File: config.mk
export PLATFORM = sky130hd
export DESIGN_NAME = receptor_medida
export DESIGN_NICKNAME = d
export VERILOG_FILES = /design/src/rtl/receptor_medida_pkg.sv /design/src/rtl/receptor_medida_rx.sv /design/src/rtl/receptor_medida.sv
export SDC_FILE = /design/constraint.sdc
export NUM_CORES = 1
export LEC_CHECK = 0
export CAP_MARGIN = 40
export CORE_UTILIZATION = 25
export CTS_BUF_LIST = sky130_fd_sc_hd__clkbuf_2 sky130_fd_sc_hd__clkbuf_4 sky130_fd_sc_hd__clkbuf_8
export DETAILED_ROUTE_END_ITERATION = 10
export PLACE_DENSITY_LB_ADDON = 0.25
export SYNTH_ARGS = -nofsm -noshare
export SYNTH_HDL_FRONTEND = slang
export SYNTH_SLANG_ARGS = --single-unit
File: constraint.sdc
create_clock -name clock -period 4.9 [get_ports clock]
set_input_delay 1.47 -clock clock [delete_from_list [all_inputs] [get_ports clock]]
set_output_delay 1.47 -clock clock [all_outputs]
set_load 0.005 [all_outputs]
File: src/rtl/receptor_medida_pkg.sv
// Shared constants and types for the 7E1 distance-frame receiver.
// Covers the baud timing defaults, the ASCII codes and the receiver state encoding.
package receptor_medida_pkg;

  localparam int CLK_POR_BIT_PADRAO  = 434;
  localparam int CLK_MEIO_BIT_PADRAO = 217;
  localparam int CNT_W               = 16;

  localparam logic [6:0] ASCII_DIGITO_BASE = 7'h30;
  localparam logic [6:0] ASCII_DIGITO_MAX  = 7'h39;
  localparam logic [6:0] ASCII_TERMINADOR  = 7'h23;

  typedef enum logic [3:0] {
    INICIAL  = 4'd0,
    ESPERA   = 4'd1,
    START    = 4'd2,
    DADOS    = 4'd3,
    PARIDADE = 4'd4,
    STOP     = 4'd5,
    ENTREGA  = 4'd6
  } estado_t;

  // 1 when the 8 bits hold an odd number of ones, i.e. the even-parity check fails.
  function automatic logic paridade_impar(input logic [7:0] bits);
    return ^bits;
  endfunction

  function automatic logic eh_digito(input logic [6:0] c);
    return (c >= ASCII_DIGITO_BASE) && (c <= ASCII_DIGITO_MAX);
  endfunction

endpackage

File: src/rtl/receptor_medida_rx.sv
// Serial 7E1 character receiver: 2-flop synchronizer, start detection, bit sampling.
// dado_pronto pulses on the stop-bit sample, together with erro_caractere when that character is bad.
module rx_serial_7E1
  import receptor_medida_pkg::*;
#(
  parameter int CLK_POR_BIT  = CLK_POR_BIT_PADRAO,
  parameter int CLK_MEIO_BIT = CLK_MEIO_BIT_PADRAO
) (
  input  logic       clock,
  input  logic       reset,
  input  logic       serial_i,
  output logic [6:0] dado,
  output logic       dado_pronto,
  output logic       erro_caractere,
  output estado_t    estado_o
);

  localparam logic [CNT_W-1:0] CNT_MEIO = CNT_W'(CLK_MEIO_BIT - 1);
  localparam logic [CNT_W-1:0] CNT_BIT  = CNT_W'(CLK_POR_BIT - 1);

  logic             sinc1_q, sinc2_q, ant_q;
  estado_t          estado_q, estado_d;
  logic [CNT_W-1:0] cnt_q, cnt_d;
  logic [2:0]       nbit_q, nbit_d;
  logic [6:0]       dado_q, dado_d;
  logic             par_q, par_d;
  logic             descida_s, fim_s, amostra_stop_s;

  assign descida_s = ant_q & ~sinc2_q;
  assign fim_s     = (cnt_q == {CNT_W{1'b0}});

  always_ff @(posedge clock or posedge reset) begin
    if (reset) begin
      sinc1_q  <= 1'b1;
      sinc2_q  <= 1'b1;
      ant_q    <= 1'b1;
      estado_q <= INICIAL;
      cnt_q    <= {CNT_W{1'b0}};
      nbit_q   <= 3'd0;
      dado_q   <= 7'd0;
      par_q    <= 1'b0;
    end else begin
      sinc1_q  <= serial_i;
      sinc2_q  <= sinc1_q;
      ant_q    <= sinc2_q;
      estado_q <= estado_d;
      cnt_q    <= cnt_d;
      nbit_q   <= nbit_d;
      dado_q   <= dado_d;
      par_q    <= par_d;
    end
  end

  // Every sample happens on the edge where the down-counter sits at zero.
  always_comb begin
    estado_d       = estado_q;
    cnt_d          = cnt_q;
    nbit_d         = nbit_q;
    dado_d         = dado_q;
    par_d          = par_q;
    amostra_stop_s = 1'b0;
    case (estado_q)
      INICIAL: estado_d = ESPERA;
      ESPERA: begin
        if (descida_s) begin
          estado_d = START;
          cnt_d    = CNT_MEIO;
        end else begin
          estado_d = ESPERA;
        end
      end
      START: begin
        if (!fim_s) begin
          cnt_d = cnt_q - 1'b1;
        end else if (!sinc2_q) begin
          estado_d = DADOS;
          cnt_d    = CNT_BIT;
          nbit_d   = 3'd0;
        end else begin
          estado_d = ESPERA;
        end
      end
      DADOS: begin
        if (fim_s) begin
          dado_d   = {sinc2_q, dado_q[6:1]};
          cnt_d    = CNT_BIT;
          nbit_d   = nbit_q + 3'd1;
          estado_d = (nbit_q == 3'd6) ? PARIDADE : DADOS;
        end else begin
          cnt_d = cnt_q - 1'b1;
        end
      end
      PARIDADE: begin
        if (fim_s) begin
          par_d    = sinc2_q;
          cnt_d    = CNT_BIT;
          estado_d = STOP;
        end else begin
          cnt_d = cnt_q - 1'b1;
        end
      end
      STOP: begin
        if (fim_s) begin
          amostra_stop_s = 1'b1;
          estado_d       = ENTREGA;
        end else begin
          cnt_d = cnt_q - 1'b1;
        end
      end
      ENTREGA: begin
        if (descida_s) begin
          estado_d = START;
          cnt_d    = CNT_MEIO;
        end else begin
          estado_d = ESPERA;
        end
      end
      default: estado_d = INICIAL;
    endcase
  end

  assign dado           = dado_q;
  assign dado_pronto    = amostra_stop_s;
  assign erro_caractere = amostra_stop_s & (paridade_impar({par_q, dado_q}) | ~sinc2_q);
  assign estado_o       = estado_q;

endmodule

File: src/rtl/receptor_medida.sv
// Distance receiver top: assembles "DDD#" frames from 7E1 characters into a BCD measurement.
// Any bad character or out-of-place symbol drops the partial frame and pulses erro.
module receptor_medida
  import receptor_medida_pkg::*;
#(
  parameter int CLK_POR_BIT  = CLK_POR_BIT_PADRAO,
  parameter int CLK_MEIO_BIT = CLK_MEIO_BIT_PADRAO
) (
  input  logic        clock,
  input  logic        reset,
  input  logic        entrada_serial,
  output logic [11:0] medida,
  output logic        pronto,
  output logic        erro,
  output logic [6:0]  db_dado,
  output logic [3:0]  db_estado
);

  logic [6:0] dado_s;
  logic       dado_pronto_s, erro_caractere_s, falha_s;
  estado_t    estado_s;

  logic [1:0]  indice_q, indice_d;
  logic [11:0] digitos_q, digitos_d;
  logic [11:0] medida_q, medida_d;
  logic        pronto_q, pronto_d, erro_q, erro_d;
  logic [6:0]  db_dado_q, db_dado_d;

  rx_serial_7E1 #(
    .CLK_POR_BIT  (CLK_POR_BIT),
    .CLK_MEIO_BIT (CLK_MEIO_BIT)
  ) u_rx (
    .clock          (clock),
    .reset          (reset),
    .serial_i       (entrada_serial),
    .dado           (dado_s),
    .dado_pronto    (dado_pronto_s),
    .erro_caractere (erro_caractere_s),
    .estado_o       (estado_s)
  );

  always_ff @(posedge clock or posedge reset) begin
    if (reset) begin
      indice_q  <= 2'd0;
      digitos_q <= 12'h000;
      medida_q  <= 12'h000;
      pronto_q  <= 1'b0;
      erro_q    <= 1'b0;
      db_dado_q <= 7'd0;
    end else begin
      indice_q  <= indice_d;
      digitos_q <= digitos_d;
      medida_q  <= medida_d;
      pronto_q  <= pronto_d;
      erro_q    <= erro_d;
      db_dado_q <= db_dado_d;
    end
  end

  // Digits shift in from the right, so after three of them the hundreds sit in the top nibble.
  always_comb begin
    indice_d  = indice_q;
    digitos_d = digitos_q;
    medida_d  = medida_q;
    pronto_d  = 1'b0;
    erro_d    = 1'b0;
    db_dado_d = db_dado_q;
    falha_s   = 1'b0;
    if (dado_pronto_s) begin
      db_dado_d = dado_s;
      if (erro_caractere_s) begin
        falha_s = 1'b1;
      end else if (indice_q != 2'd3) begin
        if (eh_digito(dado_s)) begin
          digitos_d = {digitos_q[7:0], dado_s[3:0]};
          indice_d  = indice_q + 2'd1;
        end else begin
          falha_s = 1'b1;
        end
      end else if (dado_s == ASCII_TERMINADOR) begin
        medida_d  = digitos_q;
        pronto_d  = 1'b1;
        indice_d  = 2'd0;
        digitos_d = 12'h000;
      end else begin
        falha_s = 1'b1;
      end
    end else begin
      falha_s = 1'b0;
    end
    if (falha_s) begin
      erro_d    = 1'b1;
      indice_d  = 2'd0;
      digitos_d = 12'h000;
    end else begin
      erro_d = 1'b0;
    end
  end

  assign medida    = medida_q;
  assign pronto    = pronto_q;
  assign erro      = erro_q;
  assign db_dado   = db_dado_q;
  assign db_estado = 4'(estado_s);

endmodule

==> metrics.txt <==
status=finished, final reports clean; number of standard cells after synthesis=343; die extent in y=119.7 µm; routed wire length per instance=13.08 µm; slowest library cell on the worst path=sky130_fd_sc_hd__dfrtp_1; Worst Path Max Fanout=15; setup violation total in the final timing report=0; maxcap violations=0; last weighted congestion value of the routability-driven placer=0.7616; Total Nets Final=382; main combinational cell family by area after synthesis=simple AND/OR/NAND/NOR gates; number of setup buffers added after CTS=0; Critical Path, Cell by Cell=clkdlybuf4s50_1; initial drt markers=127; worst hold path class=reg2reg; largest net degree at the start of global routing=42; static leakage power=1.760 nW; cell type group with the largest total delay on the critical path=flip-flops; number of placed cells counting well taps=533; overflow left after global routing=0; endpoint class of the critical path=output pin; TritonCTS clock tree=built; PnR Total Power=1.518 mW; Distinct cells, synth=53; RSZ-0062 raised after global routing=no; synthesized-area fraction occupied by ao, oa, aoi and oai cells=13.55%; required time of the critical path=3.43 ns; Clock Root Buffer=sky130_fd_sc_hd__clkbuf_8; global-route usage over all layers=11.20%; Avg Vias per Cell=4.568; number of top-level pins=28; number of nets with antenna violations after routing=0; effective utilization at floorplan=25.84%; die area=14320 µm²; crit path launch type=register; CTS clock-pin slew for the worst setup and hold paths=0.07 ns; highest ir drop seen on vdd=0.0001291 V; CTS buffer count=9; Ys Warns=0; total number of placement rows=42; largest cells by area after synthesis=sky130_fd_sc_hd__dfrtp_1, sky130_fd_sc_hd__nand2_1, sky130_fd_sc_hd__o21ai_0, sky130_fd_sc_hd__mux2_4, sky130_fd_sc_hd__ha_1; Post-Syn Nets=357; TritonCTS sink count=68; synthesized-area fraction occupied by and/or/nand/nor cells=21.54%; Crit Path Category=reg2out; fraction of registers with async set/reset=100.0%; count of instances resized after the clock tree is built=0; most frequent cells after synthesis=sky130_fd_sc_hd__dfrtp_1, sky130_fd_sc_hd__nand2_1, sky130_fd_sc_hd__o21ai_0, sky130_fd_sc_hd__inv_1, sky130_fd_sc_hd__nor2_1; Layout area overhead=19.95%; DP HPWL=5063 µm; Clock Skews=0.01087 ns; most instantiated library cell after synthesis=sky130_fd_sc_hd__dfrtp_1; count of flip-flops with a built-in enable after synthesis=0; post-route setup TNS=0 ns; Clock Latency Late Sink=0.36 ns; n_diodes=0; number of pins exceeding their max-slew limit in the final report=0; number of antenna violations at the first check in global routing=0; data arrival time of the critical path=1.56 ns; Core Footprint=13400 µm²; Port Buf Inserts=26; average footprint of a synthesized cell=10.09 µm²; Synth top area share=46.98%; Hold Vio Cnt, Final=0; sequential share of the synthesized area=49.26%; flip-flop and latch count after synthesis=68; proportion of layout cells with a drive suffix above 1=13.14%; buffers from clock root to sink, at most=2; Crit path largest cell delay=0.61 ns; overall die width=119.7 µm; minimum clock period after layout=3.026 ns; cell type with the highest aggregate area in the netlist=sky130_fd_sc_hd__dfrtp_1; area share of fa/ha/maj cells after synthesis=3.975%; number of global-route vias before repair=2451; Worst Path Buf+Inv=1; wire length of the first global-routing pass=12340 µm; crit share post-route=61.76%; share of cell area taken by muxes after synthesis=6.288%; DRC Markers=0; top achievable clock speed=0.3304 GHz; Slew @ Worst Pin=0.7763 ns; non-filler instance count after layout=549; xor-xnor portion of the synthesized cell area=1.409%; routed via count=2508; Max-slew headroom=48.17%; CTS H-Tree Depth=3; number of iterations in the first detailed-routing pass=4; ys flop type=sky130_fd_sc_hd__dfrtp_1; total power per unit cell area=365.6 nW/µm²; wire length reported by the detailed router=7179 µm; hold_buf cts=0; area of the mapped netlist=3462 µm²
==> layout make-up <==
| type | instances | area (µm²) |
|---|---|---|
| repair buffers | 30 | 322.8 |
| clock buffers | 12 | 152.6 |
| inverters | 15 | 56.30 |
| fillers | 1391 | 9248 |
| well taps | 176 | 220.2 |
| multi-input cells | 244 | 1623 |
| flip-flops and latches | 68 | 1705 |
| clock inverters | 4 | 72.57 |
==> report_power, final <==
group          internal, mW  switching, mW  leakage (nW)
registers             0.605         0.0715         0.904
logic                 0.130          0.189         0.743
clock network         0.311          0.212         0.113
==> registers in the layout, indices dropped and copies added, names as in the netlist <==
name / cells
erro: 1
u_rx.nbit_q: 3
db_dado: 7
u_rx.dado: 7
indice_q: 2
medida: 12
u_rx.sinc1_q: 1
u_rx.sinc2_q: 1
u_rx.cnt_q: 16
pronto: 1
u_rx.par_q: 1
digitos_q: 12
u_rx.estado_o: 3
u_rx.ant_q: 1
==> metal layers <==
layer	wire length [µm]	global-route usage (%)	share of wire, %	vias up
li1	-	-	-	1271
met1	3585	14.92	50	1198
met2	3246	16.26	45	33
met3	255	4.183	3.6	6
met4	91	4.531	1.3	0
met5	0	0	0	-
==> worst paths after layout <==
kind / to / slack [ns] / cells past startpoint / startpoint
hold reg to reg: u_rx.sinc2_q / 0.36 / 0 / u_rx.sinc1_q
setup / recovery: db_estado[0] / 1.87 / 1 / u_rx.estado_o[0]
min in group asynchronous: erro / 1.61 / 2 / reset
max in group asynchronous: u_rx.ant_q / 2.58 / 3 / reset
hold / removal: u_rx.sinc2_q / 0.36 / 0 / u_rx.sinc1_q
setup reg to reg: u_rx.cnt_q[9] / 2.21 / 7 / u_rx.cnt_q[0]
==> cells by family (layout without fill, tap and decap cells) <==
kind of cell    after synthesis  after routing
other cells                   1              1
flops                        68             68
buf+inv                      31             61
fa+ha+maj                    11             11
simple gates                132            132
xor+xnor                      4              4
compound gates               80             80
mux                          16             16
==> layout by cell type (no fill, tap or decap), types with 4 or more instances in the layout <==
cell	n
sky130_fd_sc_hd__clkdlybuf4s50_1	26
sky130_fd_sc_hd__nor2_1	15
sky130_fd_sc_hd__mux2_2	6
sky130_fd_sc_hd__ha_1	11
sky130_fd_sc_hd__dfrtp_1	65
sky130_fd_sc_hd__mux2_4	10
sky130_fd_sc_hd__a31oi_1	5
sky130_fd_sc_hd__or3_1	8
sky130_fd_sc_hd__nand2b_1	7
sky130_fd_sc_hd__nor4_1	7
sky130_fd_sc_hd__clkbuf_8	10
sky130_fd_sc_hd__o21ai_1	11
sky130_fd_sc_hd__a22o_1	4
sky130_fd_sc_hd__nand3_1	9
sky130_fd_sc_hd__o22ai_1	4
sky130_fd_sc_hd__or3b_1	8
sky130_fd_sc_hd__nor3_1	5
sky130_fd_sc_hd__nand2_1	47
sky130_fd_sc_hd__inv_1	14
sky130_fd_sc_hd__a21oi_1	12
sky130_fd_sc_hd__o21ai_0	31
==> per-stage QoR <==
stage | worst slack [ns] | hold WS [ns] | area [µm²] | utilization (%)
final | 1.874 | 0.3594 | 4153 | 30.99
after global routing | 1.801 | 0.3670 | 4153 | 30.99
after CTS | 1.846 | 0.3612 | 4153 | 30.99
after detailed placement | 2.112 | 0.3509 | 3928 | 29.31
after global placement | 1.841 | 0.3496 | 3892 | 29.05
after floorplan | 1.723 | 0.3452 | 3462 | -
Power figures use the tool's default switching activity.
